===== config.mk =====
export PLATFORM = sky130hd
export DESIGN_NAME = result_display_driver_flat
export DESIGN_NICKNAME = d
export VERILOG_FILES = /design/src/rtl/result_display_driver_if.sv /design/src/rtl/result_display_driver.sv /design/src/flat_wrapper.sv
export SDC_FILE = /design/constraint.sdc
export NUM_CORES = 1
export LEC_CHECK = 0
export ABC_AREA = 1
export BUFFER_PORTS_ARGS = -buffer_cell sky130_fd_sc_hd__buf_2
export CAP_MARGIN = 20
export CORE_ASPECT_RATIO = 0.9
export CORE_MARGIN = 1.5
export CORE_UTILIZATION = 53
export CTS_BUF_LIST = sky130_fd_sc_hd__clkbuf_8 sky130_fd_sc_hd__clkbuf_16
export DETAILED_ROUTE_END_ITERATION = 12
export PLACE_DENSITY_LB_ADDON = 0.05
export SLEW_MARGIN = 30
export SYNTH_ARGS = -nofsm -noshare
export SYNTH_HDL_FRONTEND = slang
export SYNTH_SLANG_ARGS = --single-unit

===== constraint.sdc =====
create_clock -name clock -period 2.8 [get_ports clock]
set_clock_uncertainty 0.1 [all_clocks]
set_input_delay 0.56 -clock clock [delete_from_list [all_inputs] [get_ports clock]]
set_output_delay 0.56 -clock clock [all_outputs]
set_load 0.05 [all_outputs]

===== src/rtl/result_display_driver_if.sv =====
// rtl/result_display_driver_if.sv - load/busy/done handshake and segment bus of the display driver
interface result_display_driver_if;
  logic [7:0] Value;
  logic       Signed;
  logic       Overflow;
  logic       Load;
  logic       Blank;
  logic       Busy;
  logic       Done;
  logic [7:0] SSegSign;
  logic [7:0] SSegHundreds;
  logic [7:0] SSegTens;
  logic [7:0] SSegUnits;

  modport master (
    output Value, Signed, Overflow, Load, Blank,
    input  Busy, Done, SSegSign, SSegHundreds, SSegTens, SSegUnits
  );

  modport slave (
    input  Value, Signed, Overflow, Load, Blank,
    output Busy, Done, SSegSign, SSegHundreds, SSegTens, SSegUnits
  );
endinterface


===== src/rtl/result_display_driver.sv =====
// rtl/result_display_driver.sv - 8-bit value to sign + 3 BCD seven-segment digits via sequential double-dabble
module result_display_driver #(
  parameter bit ACTIVE_LOW    = 1'b1,
  parameter bit BLANK_LEADING = 1'b1
) (
  input logic                    clock,
  input logic                    reset,
  result_display_driver_if.slave bus
);

  // Patterns below are written active-low; PM flips them for active-high boards.
  localparam logic [7:0] PM      = ACTIVE_LOW ? 8'h00 : 8'hFF;
  localparam logic [7:0] SEG_BLK = 8'hFF ^ PM;
  localparam logic [7:0] SEG_MIN = 8'hBF ^ PM;
  localparam logic [7:0] SEG_E   = 8'h86 ^ PM;
  localparam logic [7:0] SEG_R   = 8'hAF ^ PM;

  typedef enum logic [1:0] {IDLE, CONVERT, UPDATE} state_t;

  state_t      state_q, state_d;
  logic [2:0]  iter_q;
  logic [7:0]  mag_q;
  logic [11:0] bcd_q;
  logic [11:0] bcd_adj;
  logic        neg_q, ovf_q, done_q;
  logic [7:0]  disp_s_q, disp_h_q, disp_t_q, disp_u_q;
  logic [7:0]  out_s_q, out_h_q, out_t_q, out_u_q;
  logic [7:0]  new_s, new_h, new_t, new_u;
  logic [3:0]  dig_h, dig_t, dig_u;

  function automatic logic [7:0] seg(input logic [3:0] d);
    logic [7:0] p;
    case (d)
      4'd0:    p = 8'hC0;
      4'd1:    p = 8'hF9;
      4'd2:    p = 8'hA4;
      4'd3:    p = 8'hB0;
      4'd4:    p = 8'h99;
      4'd5:    p = 8'h92;
      4'd6:    p = 8'h82;
      4'd7:    p = 8'hF8;
      4'd8:    p = 8'h80;
      4'd9:    p = 8'h90;
      default: p = 8'hFF;
    endcase
    return p ^ PM;
  endfunction

  function automatic logic [3:0] adj(input logic [3:0] n);
    return (n >= 4'd5) ? n + 4'd3 : n;
  endfunction

  always_ff @(posedge clock or posedge reset) begin
    if (reset) state_q <= IDLE;
    else       state_q <= state_d;
  end

  always_comb begin
    state_d = state_q;
    case (state_q)
      IDLE:    if (bus.Load) state_d = bus.Overflow ? UPDATE : CONVERT;
      CONVERT: if (iter_q == 3'd7) state_d = UPDATE;
      UPDATE:  state_d = IDLE;
      default: state_d = IDLE;
    endcase
  end

  always_comb begin
    bcd_adj = {adj(bcd_q[11:8]), adj(bcd_q[7:4]), adj(bcd_q[3:0])};
    dig_h   = bcd_q[11:8];
    dig_t   = bcd_q[7:4];
    dig_u   = bcd_q[3:0];
    new_s   = (neg_q && !ovf_q) ? SEG_MIN : SEG_BLK;
    new_h   = ovf_q ? SEG_E : seg(dig_h);
    new_t   = ovf_q ? SEG_R : seg(dig_t);
    new_u   = ovf_q ? SEG_R : seg(dig_u);
    // Tens is only leading when the hundreds digit is also zero.
    if (!ovf_q && BLANK_LEADING && dig_h == 4'd0) begin
      new_h = SEG_BLK;
      if (dig_t == 4'd0) new_t = SEG_BLK;
    end
  end

  always_ff @(posedge clock or posedge reset) begin
    if (reset) begin
      iter_q   <= 3'd0;
      mag_q    <= 8'd0;
      bcd_q    <= 12'd0;
      neg_q    <= 1'b0;
      ovf_q    <= 1'b0;
      done_q   <= 1'b0;
      disp_s_q <= SEG_BLK;
      disp_h_q <= SEG_BLK;
      disp_t_q <= SEG_BLK;
      disp_u_q <= SEG_BLK;
      out_s_q  <= SEG_BLK;
      out_h_q  <= SEG_BLK;
      out_t_q  <= SEG_BLK;
      out_u_q  <= SEG_BLK;
    end else begin
      done_q <= (state_q == UPDATE);
      if (state_q == IDLE && bus.Load) begin
        neg_q  <= bus.Signed & bus.Value[7];
        // -128 negates to 0x80, which still reads correctly as unsigned 128.
        mag_q  <= (bus.Signed & bus.Value[7]) ? ~bus.Value + 8'd1 : bus.Value;
        ovf_q  <= bus.Overflow;
        bcd_q  <= 12'd0;
        iter_q <= 3'd0;
      end
      if (state_q == CONVERT) begin
        bcd_q  <= {bcd_adj[10:0], mag_q[7]};
        mag_q  <= {mag_q[6:0], 1'b0};
        iter_q <= iter_q + 3'd1;
      end
      if (state_q == UPDATE) begin
        disp_s_q <= new_s;
        disp_h_q <= new_h;
        disp_t_q <= new_t;
        disp_u_q <= new_u;
      end
      if (bus.Blank) begin
        out_s_q <= SEG_BLK;
        out_h_q <= SEG_BLK;
        out_t_q <= SEG_BLK;
        out_u_q <= SEG_BLK;
      end else if (state_q == UPDATE) begin
        out_s_q <= new_s;
        out_h_q <= new_h;
        out_t_q <= new_t;
        out_u_q <= new_u;
      end else begin
        out_s_q <= disp_s_q;
        out_h_q <= disp_h_q;
        out_t_q <= disp_t_q;
        out_u_q <= disp_u_q;
      end
    end
  end

  assign bus.Busy         = (state_q != IDLE);
  assign bus.Done         = done_q;
  assign bus.SSegSign     = out_s_q;
  assign bus.SSegHundreds = out_h_q;
  assign bus.SSegTens     = out_t_q;
  assign bus.SSegUnits    = out_u_q;

endmodule


===== src/flat_wrapper.sv =====
// flat-port wrapper written by rule: the top's interface ports become plain ports
module result_display_driver_flat 
#(
  parameter bit ACTIVE_LOW    = 1'b1,
  parameter bit BLANK_LEADING = 1'b1
)
  (clock, reset, bus_Value, bus_Signed, bus_Overflow, bus_Load, bus_Blank, bus_Busy, bus_Done, bus_SSegSign, bus_SSegHundreds, bus_SSegTens, bus_SSegUnits);
  result_display_driver_if bus_i ();
  input logic clock;
  input logic reset;
  input wire logic [$bits(bus_i.Value)-1:0] bus_Value;
  input wire logic [$bits(bus_i.Signed)-1:0] bus_Signed;
  input wire logic [$bits(bus_i.Overflow)-1:0] bus_Overflow;
  input wire logic [$bits(bus_i.Load)-1:0] bus_Load;
  input wire logic [$bits(bus_i.Blank)-1:0] bus_Blank;
  output wire logic [$bits(bus_i.Busy)-1:0] bus_Busy;
  output wire logic [$bits(bus_i.Done)-1:0] bus_Done;
  output wire logic [$bits(bus_i.SSegSign)-1:0] bus_SSegSign;
  output wire logic [$bits(bus_i.SSegHundreds)-1:0] bus_SSegHundreds;
  output wire logic [$bits(bus_i.SSegTens)-1:0] bus_SSegTens;
  output wire logic [$bits(bus_i.SSegUnits)-1:0] bus_SSegUnits;
  assign bus_i.Value = bus_Value;
  assign bus_i.Signed = bus_Signed;
  assign bus_i.Overflow = bus_Overflow;
  assign bus_i.Load = bus_Load;
  assign bus_i.Blank = bus_Blank;
  assign bus_Busy = bus_i.Busy;
  assign bus_Done = bus_i.Done;
  assign bus_SSegSign = bus_i.SSegSign;
  assign bus_SSegHundreds = bus_i.SSegHundreds;
  assign bus_SSegTens = bus_i.SSegTens;
  assign bus_SSegUnits = bus_i.SSegUnits;
  result_display_driver #(.ACTIVE_LOW(ACTIVE_LOW), .BLANK_LEADING(BLANK_LEADING)) u_core (.clock(clock), .reset(reset), .bus(bus_i));
endmodule

==> run_results.csv, run 1 <==
group,metric,value,unit
die,start_util,54.7,%
synth,ys_seq_elements,92,
clock_network,post_cts_buffers,0,
placed_design,io_buffers,47,
worst_setup_path,critPathKind,"flip-flop to primary output",
cells_and_area,multiInputGateArea,0.00171,mm²
detailed_routing,routed_wl,8.36,mm
worst_setup_path,r2r_setup_slack,0.93,ns
cells_and_area,drive_above_1_share,26.7,%
clock_network,cts_hold_buf,0,
detailed_routing,drt_iter0_markers,158,
power_and_ir_drop,power_leakage,2.44,nW
worst_setup_path,start_kind,"flip-flop",
die,fp-row-count,31,
cells_and_area,fillCellCount,728,
hold_path,hold_class,"primary input to async pin",
synth,netlist.area_leader.share,38.1,%
clock_network,cts_tree,"yes",
worst_setup_path,endpoint_kind,"primary output",
timing,max_clock_freq,0.527,GHz
cells_and_area,fin_util,61.0,%
synth,syn_nets,544,
worst_setup_path,worstPathMaxFanout,3,
detailed_routing,via_count,3340,
synth,yosysWarnings,0,
synth,yosys-top-cells-area,"dfstp_2, dfrtp_1, nand2_1",
clock_network,insertion_delay,0.35,ns
timing,finalSetupViolCount,0,
clock_network,h-tree-depth,3,
clock_network,ctsResizeCount,0,
detailed_routing,drtPass1Iterations,4,
timing,timing.setup.tns,0,ns
detailed_routing,drc,0,
synth,post_synth.cell_area_avg,8.70,µm²
die,core_area,0.00807,mm²
global_routing,grt_first_pass_wirelength,14.3,mm
power_and_ir_drop,vdd_drop_max,0.000511,V
clock_network,cts_made_buffers,9,
cells_and_area,register_area,0.00238,mm²
timing,whs,0.138,ns
timing,tightest_slew,0.537,ns
die,fp.dieArea,0.00888,mm²
die,die_x,99.2,µm
global_routing,grt_pass1_vias,3146,
placed_design,place_hpwl,5.85,mm
placed_design,gp_congestion,0.800,
run_status,status,"completed",
timing,slew_headroom,64.1,%
power_and_ir_drop,p_per_area,1090,mW/mm²
cells_and_area,nets,591,
timing,finalCriticalPeriod,1.90,ns
synth,yosysTopAreaCell,"dfstp_2",
synth,synth_area,0.00441,mm²
job,drv_cap,0,
cells_and_area,largest-register,"u_core.bcd_q",
cells_and_area,syn2layout_area_growth,11.7,%
detailed_routing,avgViaCountPerCell,5.08,
worst_setup_path,arrival,1.24,ns
timing,hold_viol_final,0,
synth,yosysUniqueCellTypes,27,
clock_network,cts.sink_count,92,
clock_network,clockRootBuffer,"clkbuf_8",
clock_network,clock_path_buffers,2,
global_routing,grt_max_degree,71,
detailed_routing,wl_per_cell,12.7,µm
die,die_h,89.5,µm
timing,fin_crit_sh,67.7,%
timing,rsz0062_at_grt,"no",
cells_and_area,largest_reg_flops,12,
cells_and_area,diodes,0,
global_routing,grt_remaining_overflow,0,
global_routing,antenna_found_initial,0,
worst_setup_path,required,2.14,ns
clock_network,path_clk_slew,0.10,ns
timing,slew_violations,0,
detailed_routing,ant_nets,0,
synth,syn_inst,507,
synth,synth-seq-area-share,54.0,%
die,io_pins,48,
global_routing,grt_util_all_layers,20.5,%
-- metal layers --
| metal | track usage (%) | vias to the layer above | part of all wire (%) |
|---|---|---|---|
| li1 | - | 1693 | - |
| met4 | 5.51 | 0 | 0.75 |
| met2 | 33.8 | 77 | 45 |
| met1 | 27.3 | 1566 | 50 |
| met5 | 0 | - | 0 |
| met3 | 5.47 | 4 | 4.3 |
-- report_power, final --
| group | switching (W) | leakage [nW] | total [W] | internal [W] |
|---|---|---|---|---|
| Sequential | 0.000246 | 1.04 | 0.00217 | 0.00192 |
| Clock | 0.000502 | 0.0999 | 0.000849 | 0.000348 |
| Combinational | 0.00165 | 1.30 | 0.00233 | 0.000674 |
-- cells by family (layout without fill, tap and decap cells) --
family / count (synthesis) / count (layout) / synth area share, %
flip-flops: 92 / 92 / 54.0
AO/OA/AOI/OAI: 62 / 62 / 7.86
buffers and inverters: 79 / 131 / 7.18
AND/OR/NAND/NOR: 248 / 248 / 23.8
XOR/XNOR: 3 / 3 / 0.596
adder cells (fa/ha/maj): 23 / 23 / 6.52
-- area by class of cell --
| class | instances | area share (%) |
|---|---|---|
| clock inverter | 7 | 1.32 |
| sequential | 92 | 48.4 |
| clock buffer | 9 | 2.52 |
| timing repair buffer | 50 | 5.49 |
| inverter | 65 | 5.03 |
| multi-input combinational | 336 | 34.8 |
| tap | 99 | 2.52 |
-- cells in the mapped netlist (all sizes together) --
library cell,count
a21oi,12
a22o,2
a22oi,5
buf,11
clkbuf,3
dfrtp,28
dfstp,64
ha,23
inv,65
nand2,141
nand3,48
nand4,5
nor2,47
o211ai,1
o21ai,36
o21bai,2
o22ai,4
or2,7
xnor2,1
xor2,2
-- worst paths after layout --
check | from | endpoint | cells past startpoint
setup / recovery | u_core.state_q[1]$_DFFE_PP0P_ | bus_Busy | 3
hold / removal | reset | u_core.bcd_q[6]$_DFFE_PP0P_ | 2
setup reg to reg | u_core.state_q[0]$_DFFE_PP0P_ | u_core.mag_q[6]$_DFFE_PP0P_ | 7
hold reg to reg | u_core.disp_t_q[7]$_DFF_PP1_ | u_core.disp_t_q[7]$_DFF_PP1_ | 2
max in group asynchronous | reset | u_core.bus.SSegHundreds[3]$_DFF_PP1_ | 3
min in group clock | bus_Blank | u_core.bus.SSegSign[6]$_DFF_PP1_ | 2
-- cell usage in the layout (no fill, tap or decap), types with 3 or more instances in the layout --
cell      instances
inv_2             4
inv_8             3
dfstp_2          64
a22oi_1           5
buf_2            47
nand4_1           5
nand3_1          48
dfrtp_1          28
o21ai_0          35
o22ai_1           4
nor2_4            3
ha_1             23
nand2_1         140
inv_1            60
clkbuf_8          9
a21oi_1          11
nor2_1           42
or2_2             7
-- metrics by stage --
stage | power [W] | cell area, µm² | std cells | setup slack (ns)
finish | 0.00535 | 4920 | 658 | 0.904
detailed placement | 0.00451 | 4740 | 642 | 0.951
floorplan | 0.00403 | 4410 | 507 | 1.11
CTS | 0.00538 | 4920 | 658 | 0.891
global route | 0.00581 | 4920 | 658 | 0.743
global placement | 0.00446 | 4740 | 642 | 1.05
-- worst max-delay path, stage by stage (launching register included) --
cell and delay [ns]:
dfrtp_1 0.42, inv_1 0.10, nand2_1 0.10, buf_2 0.26
(Power assumes the default switching activity.)
==> run 2: changes to the inputs <==
CORE_UTILIZATION = 55   (was 53)
clock period = 1.8 ns   (was 2.8 ns; I/O delays follow)
==> run 2 against run 1 <==
Net effect: highest routed layer unchanged; final area increased by 1.2%; die area decreased by 3.5%; cell count increased by 0.76%; worst setup slack got worse by 0.77 ns; total power increased by 58%; via count increased by 0.42%; critical path type unchanged; largest power group unchanged; combinational power increased by 61%; sequential power increased by 55%; clock power increased by 55%.
==> run_results.csv, run 2 (synthesis gave the netlist of run 1 again) <==
group,metric,value,unit
run_status,status,"completed",
detailed_routing,avgViaCountPerCell,5.06,
clock_network,cts_hold_buf,0,
die,core_area,0.00766,mm²
power_and_ir_drop,switching_share,44.7,%
cells_and_area,syn2layout_area_growth,13.0,%
power_and_ir_drop,seqPwrFrac,39.9,%
detailed_routing,wl_per_cell,12.8,µm
hold_path,hold_class,"primary input to async pin",
worst_setup_path,crit_chain,"inv_1, nand2_1, buf_2",
clock_network,clock_path_buffers,2,
clock_network,insertion_delay,0.35,ns
detailed_routing,drc,0,
timing,hold_viol_final,0,
global_routing,antenna_found_initial,0,
worst_setup_path,cpMaxStageDelayCell,"dfrtp_1",
timing,finalCriticalPeriod,1.67,ns
global_routing,grt_max_degree,93,
timing,timing.setup.tns,0,ns
power_and_ir_drop,power_switching,0.00378,W
clock_network,path_clk_slew,0.09,ns
job,drv_cap,0,
die,die_x,97.4,µm
worst_setup_path,start_kind,"flip-flop",
die,die_h,88.0,µm
global_routing,grt_use_met3,5.59,%
timing,rsz0062_at_grt,"no",
worst_setup_path,critical-path-top-delay-family,"flip-flops",
global_routing,busiest_layer,"met2",
power_and_ir_drop,p_per_area,1700,mW/mm²
global_routing,use_met1,30.6,%
worst_setup_path,critPathKind,"flip-flop to primary output",
global_routing,grt_util_all_layers,21.9,%
placed_design,gp_congestion,0.910,
timing,max_clock_freq,0.598,GHz
timing,slew_headroom,68.7,%
detailed_routing,drtPass1Iterations,5,
clock_network,h-tree-depth,3,
worst_setup_path,worstPathMaxFanout,3,
global_routing,grt_first_pass_wirelength,14.9,mm
global_routing,grt_util_met2,34.9,%
die,io_pins,48,
global_routing,grt_pass1_vias,3185,
detailed_routing,via_count,3354,
clock_network,clockRootBuffer,"clkbuf_8",
power_and_ir_drop,vdd_drop_max,0.000875,V
timing,fin_crit_sh,92.8,%
cells_and_area,final_common_cell,"nand2_1",
cells_and_area,largest_reg_flops,12,
power_and_ir_drop,finalPower,0.00845,W
timing,finalSetupViolCount,0,
timing,slew_violations,0,
cells_and_area,largest-register,"u_core.bcd_q",
detailed_routing,drt_iter0_markers,215,
detailed_routing,routed_wl,8.50,mm
clock_network,cts_tree,"yes",
worst_setup_path,arrival,1.21,ns
clock_network,cts_made_buffers,9,
worst_setup_path,required,1.34,ns
power_and_ir_drop,p_int,0.00467,W
clock_network,cts.sink_count,92,
power_and_ir_drop,p_comb_share,44.5,%
worst_setup_path,endpoint_kind,"primary output",
die,fp-row-count,30,
global_routing,grt_remaining_overflow,0,
placed_design,io_buffers,47,
cells_and_area,drive_above_1_share,28.6,%
placed_design,place_hpwl,5.84,mm
cells_and_area,final_cell_mix,"nand2_1, dfstp_2, inv_1",
timing,tightest_slew,0.465,ns
cells_and_area,diodes,0,
cells_and_area,nets,599,
die,fp.dieArea,0.00857,mm²
die,start_util,57.6,%
worst_setup_path,crit_buf_inv,2,
worst_setup_path,max_stage_delay,0.41,ns
detailed_routing,ant_nets,0,
clock_network,post_cts_buffers,0,
power_and_ir_drop,power_leakage,2.47,nW
power_and_ir_drop,power.clock.fraction,15.6,%
-- run 2: cell count changes in the layout (fill, tap and decap cells not counted) --
cell and delta:
inv_8 -1, nand2_2 +1, inv_1 -3, nor2_1 -1, nand2_1 -1, inv_2 +3
inv_6 +1, nor2_2 +1, buf_4 +8
-- run 2: worst reg2reg max path, stage by stage (launching register included) --
cell	delay (ns)
dfrtp_1	0.44
inv_1	0.16
ha_1	0.24
nand3_1	0.16
nor2_2	0.16
nand2_2	0.11
nand2_1	0.10
nand2_1	0.06
nand2_1	0.06
-- run 2: stage by stage --
| stage | util (%) | area (µm²) | hold WS [ns] | worst slack, ns | cells |
|---|---|---|---|---|---|
| global placement | 62.6 | 4790 | 0.354 | 0.105 | 647 |
| detailed placement | 62.6 | 4790 | 0.361 | 0.0927 | 647 |
| global route | 65.1 | 4980 | 0.0685 | 0.00361 | 663 |
| finish | 65.1 | 4980 | 0.0347 | 0.129 | 663 |
| CTS | 65.0 | 4980 | 0.0427 | 0.0611 | 663 |
| floorplan | - | 4410 | 0.305 | 0.286 | 507 |
-- run 2: power by group through the flow --
stage	registers (W)	clock network, W	logic (W)
2_1_floorplan	0.00395	0	0.00231
3_3_place_gp	0.00339	0	0.00370
3_5_place_dp	0.00340	0	0.00374
4_1_cts	0.00337	0.00137	0.00376
5_1_grt	0.00345	0.00145	0.00425
6_report	0.00337	0.00132	0.00376
-- run 2: final timing paths --
path                       slack, ns                                to                          start  depth (start not counted)
min in group clock              0.11  u_core.bus.SSegSign[6]$_DFF_PP1_                      bus_Blank                          2
min                             0.03         u_core.bus.Done$_DFF_PP0_                          reset                          3
min reg2reg                     0.37      u_core.disp_s_q[3]$_DFF_PP1_   u_core.disp_s_q[3]$_DFF_PP1_                          2
max reg2reg                     0.16  u_core.bus.SSegTens[0]$_DFF_PP1_    u_core.bcd_q[9]$_DFFE_PP0P_                          8
max                             0.13                          bus_Busy  u_core.state_q[1]$_DFFE_PP0P_                          3
max in group asynchronous       1.20      u_core.disp_t_q[1]$_DFF_PP1_                          reset                          3
-- run 2: area by class of cell --
| class | count | area (µm²) |
|---|---|---|
| Fill cell | 682 | 2670 |
| Clock inverter | 7 | 62.6 |
| Clock buffer | 9 | 124 |
| Tap cell | 96 | 120 |
| Sequential cell | 92 | 2380 |
| Inverter | 65 | 248 |
| Multi-Input combinational cell | 336 | 1720 |
| Timing Repair Buffer | 58 | 330 |
-- run 2: per-layer routing --
metal / share of wire, % / vias to the layer above
li1: - / 1707
met1: 49 / 1567
met2: 45 / 74
met3: 4.5 / 6
met4: 0.94 / 0
met5: 0 / -
-- run 2: repair_timing --
item                                   in CTS  in global routing
setup endpoints to repair                   0                  8
gates resized for setup                     0                  5
endpoints found under the hold margin       0                  0
==> run 3: changes to the inputs <==
ABC_AREA = not set   (was 1)
HOLD_SLACK_MARGIN = 0.08   (was not set)
==> run 3 against run 2 <==
Net effect: final area is 5.2% higher; core utilization is 3.8 points higher; first-iteration DRC count is 43% lower; sequential power is 1% lower; fmax is 5.0% lower; sequential share of layout area is 2.3 points lower; critical path type is now flip-flop to flip-flop; global-route usage is 0.42 points lower; hold slack better by 0.081 ns; cell count is 12% lower; routed wire length is 1.2% lower; count of clock-buffer cells in the layout is 1 higher.
==> run_results.csv, run 3 <==
group,metric,value,unit
synth,ys_seq_elements,92,
cells_and_area,finalInstanceArea,0.00525,mm²
worst_setup_path,reg2reg_from,"u_core.bcd_q[9]$_DFFE_PP0P_",
synth,netlist.area_leader.share,38.5,%
worst_setup_path,worstPathMaxFanout,3,
cells_and_area,register_area,0.00239,mm²
timing,slew_headroom,66.1,%
run_status,status,"completed",
die,fp-row-count,30,
cells_and_area,largest-register,"u_core.bcd_q",
placed_design,place_hpwl,5.96,mm
die,die_x,97.0,µm
timing,fin_crit_sh,97.7,%
synth,synth_edf_count,0,
worst_setup_path,r2r_cells,6,
global_routing,antenna_found_initial,0,
job,drv_cap,0,
placed_design,dp_slack,-0.0197,ns
placed_design,io_buffers,47,
cells_and_area,final_common_cell,"dfstp_2",
synth,synth-seq-area-share,54.5,%
synth,yosysMostFrequentCell,"dfstp_2",
placed_design,gp_congestion,0.849,
worst_setup_path,required,2.00,ns
detailed_routing,ant_nets,0,
synth,yosysTopAreaCell,"dfstp_2",
clock_network,cts_tree,"yes",
timing,finalCriticalPeriod,1.76,ns
hold_path,min_from,"bus_Overflow",
cells_and_area,diodes,0,
clock_network,cts.sink_count,92,
synth,yosys-top-cells-area,"dfstp_2, dfrtp_1, ha_1",
cells_and_area,drive_above_1_share,42.1,%
timing,finalSetupViolCount,0,
synth,synth_commonest_cells,"dfstp_2, nor2_1, dfrtp_1, ha_1, nand2b_1",
cells_and_area,syn2layout_area_growth,20.0,%
hold_path,hold_end,"u_core.state_q[0]$_DFFE_PP0P_",
detailed_routing,drt_iter0_markers,122,
die,core_area,0.00762,mm²
worst_setup_path,start_kind,"flip-flop",
global_routing,grt_max_degree,71,
worst_setup_path,endpoint_kind,"flip-flop",
clock_network,cts_made_buffers,9,
global_routing,grt_remaining_overflow,0,
synth,post_synth.cell_area_avg,10.8,µm²
worst_setup_path,arrival,1.96,ns
detailed_routing,drc,0,
synth,syn_inst,404,
cells_and_area,nets,521,
global_routing,grt_pass1_vias,3090,
global_routing,grt_first_pass_wirelength,14.7,mm
power_and_ir_drop,vdd_drop_max,0.000733,V
timing,tightest_slew,0.509,ns
worst_setup_path,r2r_setup_slack,0.04,ns
synth,async_reset_ff_share,100,%
synth,synth_area,0.00437,mm²
hold_path,hold_class,"primary input to flip-flop",
cells_and_area,largest_reg_flops,12,
timing,max_clock_freq,0.569,GHz
hold_path,min_path_cells,2,
detailed_routing,via_count,3168,
worst_setup_path,critPathKind,"flip-flop to flip-flop",
timing,rsz0062_at_grt,"yes",
die,io_pins,48,
timing,slew_violations,0,
die,fp.dieArea,0.00849,mm²
cells_and_area,multiInputGateArea,0.00187,mm²
detailed_routing,routed_wl,8.40,mm
synth,yosys_most_used_dff,"dfstp_2",
worst_setup_path,reg2reg_to,"u_core.bus.SSegTens[2]$_DFF_PP1_",
global_routing,grt_util_all_layers,21.5,%
clock_network,clockRootBuffer,"clkbuf_8",
detailed_routing,wl_per_cell,14.4,µm
timing,hold_viol_final,0,
detailed_routing,drtPass1Iterations,4,
detailed_routing,avgViaCountPerCell,5.42,
synth,yosysUniqueCellTypes,50,
placed_design,place_area,0.00496,mm²
synth,syn_nets,441,
timing,setup_slack,0.0415,ns
die,die_h,87.6,µm
clock_network,clock_path_buffers,2,
power_and_ir_drop,power_leakage,2.24,nW
cells_and_area,final_cell_mix,"dfstp_2, buf_2, buf_4",
power_and_ir_drop,p_per_area,1680,mW/mm²
clock_network,insertion_delay,0.35,ns
synth,yosysWarnings,0,
timing,whs,0.116,ns
cells_and_area,fillCellCount,605,
die,start_util,57.4,%
clock_network,path_clk_slew,0.08,ns
clock_network,h-tree-depth,3,
==> run 3: worst max-delay path: stages, from the launching register on <==
cell	delay (ns)
dfrtp_2	0.41
inv_2	0.08
ha_4	0.13
or4b_4	0.47
o211ai_4	0.24
o22a_2	0.18
or2_1	0.09
==> run 3: cell families (layout without fill, tap and decap cells) <==
| family | Yosys count | after routing | share of synthesized area [%] |
|---|---|---|---|
| flip-flops | 92 | 92 | 54.5 |
| XOR/XNOR | 9 | 9 | 1.80 |
| AO/OA/AOI/OAI | 99 | 99 | 15.6 |
| AND/OR/NAND/NOR | 135 | 135 | 16.5 |
| buffers and inverters | 40 | 125 | 3.63 |
| multiplexers | 6 | 6 | 1.46 |
| adder cells (fa/ha/maj) | 23 | 23 | 6.58 |
==> run 3: power by group <==
group	internal, W	switching [W]	total [W]
Combinational	0.00172	0.00241	0.00413
Clock	0.000678	0.000701	0.00138
Sequential	0.00295	0.000365	0.00332
Total	0.00535	0.00348	0.00882
==> run 3: worst max path at each step <==
stage | from | endpoint | slack (ns) | cells after the start
finish | u_core.bcd_q[9]$_DFFE_PP0P_ | u_core.bus.SSegTens[2]$_DFF_PP1_ | 0.04 | 6
global route | u_core.bcd_q[9]$_DFFE_PP0P_ | u_core.bus.SSegTens[2]$_DFF_PP1_ | -0.03 | 6
CTS | u_core.bcd_q[9]$_DFFE_PP0P_ | u_core.bus.SSegTens[3]$_DFF_PP1_ | 0.0006 | 6
detailed placement | u_core.bcd_q[9]$_DFFE_PP0P_ | u_core.bus.SSegTens[6]$_DFF_PP1_ | -0.02 | 7
global placement | u_core.bcd_q[9]$_DFFE_PP0P_ | u_core.bus.SSegTens[1]$_DFF_PP1_ | 0.03 | 6
floorplan | u_core.bcd_q[9]$_DFFE_PP0P_ | u_core.bus.SSegTens[1]$_DFF_PP1_ | -0.003 | 6
==> run 3: final cells by class <==
cell class | count | area share, %
repair buffers | 89 | 11.1
multi-input cells | 272 | 35.7
well taps | 96 | 2.29
flip-flops and latches | 92 | 45.5
clock inverters | 6 | 1.19
inverters | 20 | 1.57
clock buffers | 10 | 2.62
==> run 3: routing by layer <==
layer  track usage [%]  wire length (µm)  vias up
li1                  -                 -     1576
met1              29.0              4040     1526
met2              35.0              4010       58
met3              5.43               265        8
met4              6.32                72        0
met5                 0                 0        -
==> run 3: timing repair <==
item	CTS	global route
pin swaps	2	3
setup buffers	3	0
resized for setup	2	10
hold buffers	1	0
hold endpoints to repair	28	0
setup endpoints to repair	8	17
==> run 3: per-stage QoR <==
| step | utilization (%) | total power [W] | instances | setup TNS [ns] |
|---|---|---|---|---|
| 3_3_place_gp | 65.1 | 0.00726 | 565 | 0 |
| 4_1_cts | 68.5 | 0.00884 | 585 | 0 |
| 3_5_place_dp | 65.1 | 0.00737 | 565 | -0.0197 |
| 6_report | 68.8 | 0.00882 | 585 | 0 |
| 5_1_grt | 68.8 | 0.00946 | 585 | -0.0671 |
| 2_1_floorplan | - | 0.00620 | 404 | -0.00673 |
